$ cat config.mk
export PLATFORM = sky130hd
export DESIGN_NAME = song_sequencer
export DESIGN_NICKNAME = d
export VERILOG_FILES = /design/src/rtl/song_sequencer.sv
export SDC_FILE = /design/constraint.sdc
export NUM_CORES = 1
export LEC_CHECK = 0
export BUFFER_PORTS_ARGS = -buffer_cell sky130_fd_sc_hd__buf_2
export CAP_MARGIN = 10
export CORE_MARGIN = 10
export CORE_UTILIZATION = 40
export DETAILED_ROUTE_END_ITERATION = 10
export PLACE_DENSITY = 0.58
export SLEW_MARGIN = 20
export SYNTH_ARGS = -nofsm -noshare
export SYNTH_HDL_FRONTEND = slang
export SYNTH_SLANG_ARGS = --single-unit
export TNS_END_PERCENT = 20
$ cat constraint.sdc
create_clock -name clk -period 2.79 [get_ports clk]
set_input_delay 0.558 -clock clk [delete_from_list [all_inputs] [get_ports clk]]
set_output_delay 0.558 -clock clk [all_outputs]
set_load 0.01 [all_outputs]
$ cat src/rtl/song_sequencer.sv
// Chord-sequence player: steps through a parameter ROM of voice masks, square-wave tone per active voice, silent gap per step.
// Optional build macro SONG_SEQUENCER_LOOP_EN: repeat the song from step 0 instead of returning to idle.
module song_sequencer #(
  parameter int NUM_VOICES = 8,
  parameter int SONG_LEN = 9,
  parameter logic [NUM_VOICES*SONG_LEN-1:0] SONG_DATA = 72'hA8_01_02_01_08_20_40_20_A8,
  parameter int HP_W = 17,
  parameter logic [NUM_VOICES*HP_W-1:0] HALF_PERIODS = {17'd95556, 17'd85131, 17'd75843, 17'd71586,
                                                        17'd63776, 17'd56818, 17'd50619, 17'd47778},
  parameter int STEP_TICKS = 12_500_000,
  parameter int GAP_TICKS = 625_000,
  parameter int TW = 24
) (
  input  logic                              clk,
  input  logic                              rst_n,
  input  logic                              play_btn,
  output logic [NUM_VOICES-1:0]             speaker,
  output logic                              busy,
  output logic [$clog2(SONG_LEN+1)-1:0]     step_idx
);

  localparam int SW = $clog2(SONG_LEN + 1);
  localparam int ROM_N = 1 << SW;
  localparam logic [TW-1:0] NOTE_LAST = TW'(STEP_TICKS - GAP_TICKS - 1);
  localparam logic [TW-1:0] STEP_LAST = TW'(STEP_TICKS - 1);

  localparam logic [1:0] IDLE = 2'd0;
  localparam logic [1:0] NOTE = 2'd1;
  localparam logic [1:0] GAP  = 2'd2;

  if (SONG_LEN < 1) begin : g_bad_len
    $error("song_sequencer: SONG_LEN must be at least 1");
  end
  if (GAP_TICKS <= 0 || GAP_TICKS >= STEP_TICKS) begin : g_bad_gap
    $error("song_sequencer: GAP_TICKS must lie strictly between 0 and STEP_TICKS");
  end
  if ((64'd1 << TW) <= 64'(STEP_TICKS)) begin : g_bad_tw
    $error("song_sequencer: TW too narrow for STEP_TICKS");
  end

  logic [1:0]            state_reg;
  logic                  btn_q;
  logic [TW-1:0]         timer_reg;
  logic [SW-1:0]         step_reg;
  logic [NUM_VOICES-1:0] mask_reg;
  logic [NUM_VOICES-1:0] song_rom [ROM_N];

  // ROM padded to a power of two so the step index addresses it exactly; spare entries are rests.
  for (genvar gi = 0; gi < ROM_N; gi++) begin : g_rom
    if (gi < SONG_LEN) begin : g_used
      assign song_rom[gi] = SONG_DATA[(SONG_LEN-gi)*NUM_VOICES-1 -: NUM_VOICES];
    end else begin : g_pad
      assign song_rom[gi] = '0;
    end
  end

  logic rise;
  logic note_end;
  logic gap_end;
  logic last_step;
  logic tone_run;

  assign rise      = play_btn & ~btn_q;
  assign note_end  = (state_reg == NOTE) && (timer_reg == NOTE_LAST);
  assign gap_end   = (state_reg == GAP) && (timer_reg == STEP_LAST);
  assign last_step = (step_reg == SW'(SONG_LEN - 1));
  // Tones only advance on NOTE cycles that stay in NOTE; every other cycle forces them silent and cleared.
  assign tone_run  = (state_reg == NOTE) && !rise && !note_end;

  always_ff @(posedge clk or negedge rst_n) begin
    if (!rst_n) begin
      state_reg <= IDLE;
      btn_q     <= 1'b0;
      timer_reg <= '0;
      step_reg  <= '0;
      mask_reg  <= '0;
    end else begin
      btn_q <= play_btn;
      case (state_reg)
        IDLE: begin
          if (rise) begin
            state_reg <= NOTE;
            timer_reg <= '0;
            step_reg  <= '0;
            mask_reg  <= song_rom[0];
          end
        end
        NOTE: begin
          if (rise) begin
            state_reg <= IDLE;
            timer_reg <= '0;
            step_reg  <= '0;
          end else begin
            if (note_end) state_reg <= GAP;
            timer_reg <= timer_reg + TW'(1);
          end
        end
        GAP: begin
          if (rise) begin
            state_reg <= IDLE;
            timer_reg <= '0;
            step_reg  <= '0;
          end else if (gap_end) begin
            timer_reg <= '0;
            if (!last_step) begin
              state_reg <= NOTE;
              step_reg  <= step_reg + SW'(1);
              mask_reg  <= song_rom[step_reg + SW'(1)];
            end else begin
`ifdef SONG_SEQUENCER_LOOP_EN
              state_reg <= NOTE;
              step_reg  <= '0;
              mask_reg  <= song_rom[0];
`else
              state_reg <= IDLE;
              step_reg  <= '0;
`endif
            end
          end else begin
            timer_reg <= timer_reg + TW'(1);
          end
        end
        default: begin
          state_reg <= IDLE;
          timer_reg <= '0;
          step_reg  <= '0;
        end
      endcase
    end
  end

  for (genvar gi = 0; gi < NUM_VOICES; gi++) begin : g_voice
    localparam logic [HP_W-1:0] HP_LAST = HP_W'(HALF_PERIODS[gi*HP_W +: HP_W] - 1);
    logic [HP_W-1:0] cnt_reg;
    logic            spk_reg;

    always_ff @(posedge clk or negedge rst_n) begin
      if (!rst_n) begin
        cnt_reg <= '0;
        spk_reg <= 1'b0;
      end else if (!tone_run || !mask_reg[gi]) begin
        cnt_reg <= '0;
        spk_reg <= 1'b0;
      end else if (cnt_reg == HP_LAST) begin
        cnt_reg <= '0;
        spk_reg <= ~spk_reg;
      end else begin
        cnt_reg <= cnt_reg + HP_W'(1);
      end
    end

    assign speaker[gi] = spk_reg;
  end

  assign busy     = (state_reg != IDLE);
  assign step_idx = step_reg;

endmodule

==> impl_metrics.py <==
metrics = {
    "setup_path": {
        "crit_chain": "or4b_4 -> nor4_4 -> nand3_1 -> a21oi_2 -> mux2_2",
        "reg2reg_from": "timer_reg[8]",
        "worst_path_max_delay_cell": "or4b_4",
        "critPathRequiredTime_ps": 3090,
        "worst-r2r-setup-slack_ps": 330,
        "slowest_delay_ps": 560,
        "reg2reg_depth": 5,
        "path_buf_inv": 0,
        "path_depth": 5,
        "crit_path_max_fanout": 7,
        "crit_path_end_kind": "register",
        "crit_start": "timer_reg[8]",
        "start_kind": "register",
        "reg2reg_to": "mask_reg[6]",
        "critical_path_class": "register to register",
        "arrival_ps": 2760,
        "critical_path.endpoint": "mask_reg[6]",
        "critPathTopFamily": "simple AND/OR/NAND/NOR gates",
    },
    "floorplan": {
        "core_area_mm2": 0.0181,
        "initial_utilization": 0.411,
        "chipHeight_um": 156,
        "fp-row-count": 49,
        "io_pins": 16,
        "dieWidth_um": 156,
        "dieArea_mm2": 0.0245,
    },
    "power_and_ir_drop": {
        "leakage_nw": 3.46,
        "peakVddDrop_v": 0.000314,
        "p_per_area_mw_per_mm2": 622,
    },
    "clock_network": {
        "clock_latency_ps": 420,
        "cts_root_buffer": "clkbuf_16",
        "path_clk_slew_ps": 60,
        "cts_tree": "yes",
        "clock_sinks": 145,
        "clk_path_buf_depth": 2,
        "postCtsResizedCells": 0,
        "post_cts_buffers": 0,
        "numCtsBuffers": 17,
        "postCtsHoldBufs": 0,
        "htreeDepth": 4,
    },
    "layout": {
        "fill_cells": 1690,
        "largest_reg_flops": 102,
        "multi_input_area_mm2": 0.00360,
        "regArea_mm2": 0.00363,
        "final_nets": 799,
        "antenna_cells": 0,
        "area.growth.synth_to_final_pct": 12.5,
        "drive_above_1_share": 0.0888,
    },
    "logic_synthesis": {
        "synth_cell_type_count": 54,
        "postSynthAreaPerCell_um2": 9.79,
        "async_reset_ff_frac": 1.00,
        "synth_ff_type": "dfrtp_1",
        "synth_area_mm2": 0.00745,
        "yosys-top-cells-count": "145 x dfrtp_1, 133 x nor2_1, 67 x xor2_1",
        "ys_seq_area_frac": 0.487,
        "yosys_warnings": 0,
        "yosysTopAreaCell": "dfrtp_1",
        "synth-edff-count": 0,
        "yosys_register_bits": 145,
        "postSynthCellCount": 761,
        "synth_top_area_frac": 0.487,
        "synthTopCellsByArea": "dfrtp_1 49%, xor2_1 7.9%, nor2_1 6.7%",
        "synth_most_common_cell": "dfrtp_1",
    },
    "timing": {
        "final-hold-violation-count": 0,
        "holdWs_ps": 121,
        "slew_violations": 0,
        "fmax_ghz": 0.406,
        "fin_skew_ps": 6.94,
        "worstMarginPinSlew_ps": 760,
        "setup_viol": 0,
        "rsz0062_at_grt": "false",
        "max_slew_margin": 0.489,
        "period_needed_ps": 2460,
        "fin_crit_sh": 0.883,
        "tns_ps": 0,
    },
    "global_route": {
        "grt_usage": 0.127,
        "grt_max_degree": 66,
        "grt_overflow": 0,
        "grt_pass1_vias": 5418,
        "antenna_found_initial": 0,
        "grt_pass1_wl_um": 26100,
    },
    "place": {
        "gp_congestion": 0.812,
        "port_buffers": 13,
        "place_hpwl_um": 10000,
    },
    "status": {
        "status": "finished, final reports clean",
    },
    "routing": {
        "wirelength_um": 14700,
        "drt_iter0_drc": 265,
        "vias": 5346,
        "drc": 0,
        "avgViaCountPerCell": 5.26,
        "dr.pass1.iters": 4,
        "drt.antenna.violating_nets": 0,
        "wl_per_cell_um": 14.4,
    },
    "run": {
        "cap_viol_max_count": 0,
    },
    "hold_path": {
        "hp-class": "input port to async pin",
    },
}
[metrics by stage]
stage,instance area [um^2],power (mW),setup WS [ps],cells,util
6_report,8380,5.21,327,1017,0.462
5_1_grt,8380,5.45,212,1017,0.462
4_1_cts,8380,5.27,357,1017,0.462
3_5_place_dp,7750,2.85,371,987,0.427
3_3_place_gp,7750,2.84,407,987,0.427
2_1_floorplan,7450,2.65,556,762,-
[worst min-delay path by stage]
stage,startpoint,endpoint,slack (ps),cells past startpoint
after global placement,g_voice[6].cnt_reg[0],g_voice[6].cnt_reg[0],460,1
after CTS,rst_n,g_voice[5].cnt_reg[2],160,1
after floorplan,rst_n,btn_q,260,0
after global routing,rst_n,g_voice[5].cnt_reg[3],180,1
final,rst_n,g_voice[5].cnt_reg[3],120,1
after detailed placement,g_voice[6].cnt_reg[0],g_voice[6].cnt_reg[0],480,1
[cell families (layout without fill, tap and decap cells)]
group | count (synthesis) | after routing | share of synthesized area
adders and majority gates | 19 | 19 | 0.0319
xor gates and xnor gates | 117 | 117 | 0.138
AOI/OAI and AO/OA | 55 | 55 | 0.0484
muxes | 3 | 3 | 0.00437
DFF | 145 | 145 | 0.487
buffers and inverters | 48 | 74 | 0.0306
and+or+nand+nor | 373 | 373 | 0.260
other | 1 | 2 | 0.000503
[cells in the final DEF (no fill, tap or decap), drive strengths merged, types with 13 or more instances in the layout]
cell type and count:
nand4 40, clkbuf 20, inv 20, and4 13
nand2 54, dfrtp 145, ha 19, xor2 67
xnor2 50, and3 26, nand3 51, a21oi 22
nor2 133, buf 24
[final cells by class]
class                           count  share of cell area
Clock buffer                       20              0.0557
Clock inverter                     10              0.0190
Inverter                           20             0.00896
Multi-Input combinational cell    569               0.429
Sequential cell                   145               0.433
Tap cell                          229              0.0342
Timing Repair Buffer               24              0.0199
[report_power, final]
group          switching (mW)  total (mW)  internal [mW]
Clock                   0.846        2.40           1.55
Sequential             0.0571        2.21           2.16
Combinational           0.418       0.596          0.178
Total                    1.32        5.21           3.89
[layer usage]
layer  GRT usage  part of all wire
met3      0.0280             0.027
met4      0.0476            0.0094
met5           0                 0
met2       0.208              0.49
met1       0.162              0.47
Power figures use the tool's default switching activity.
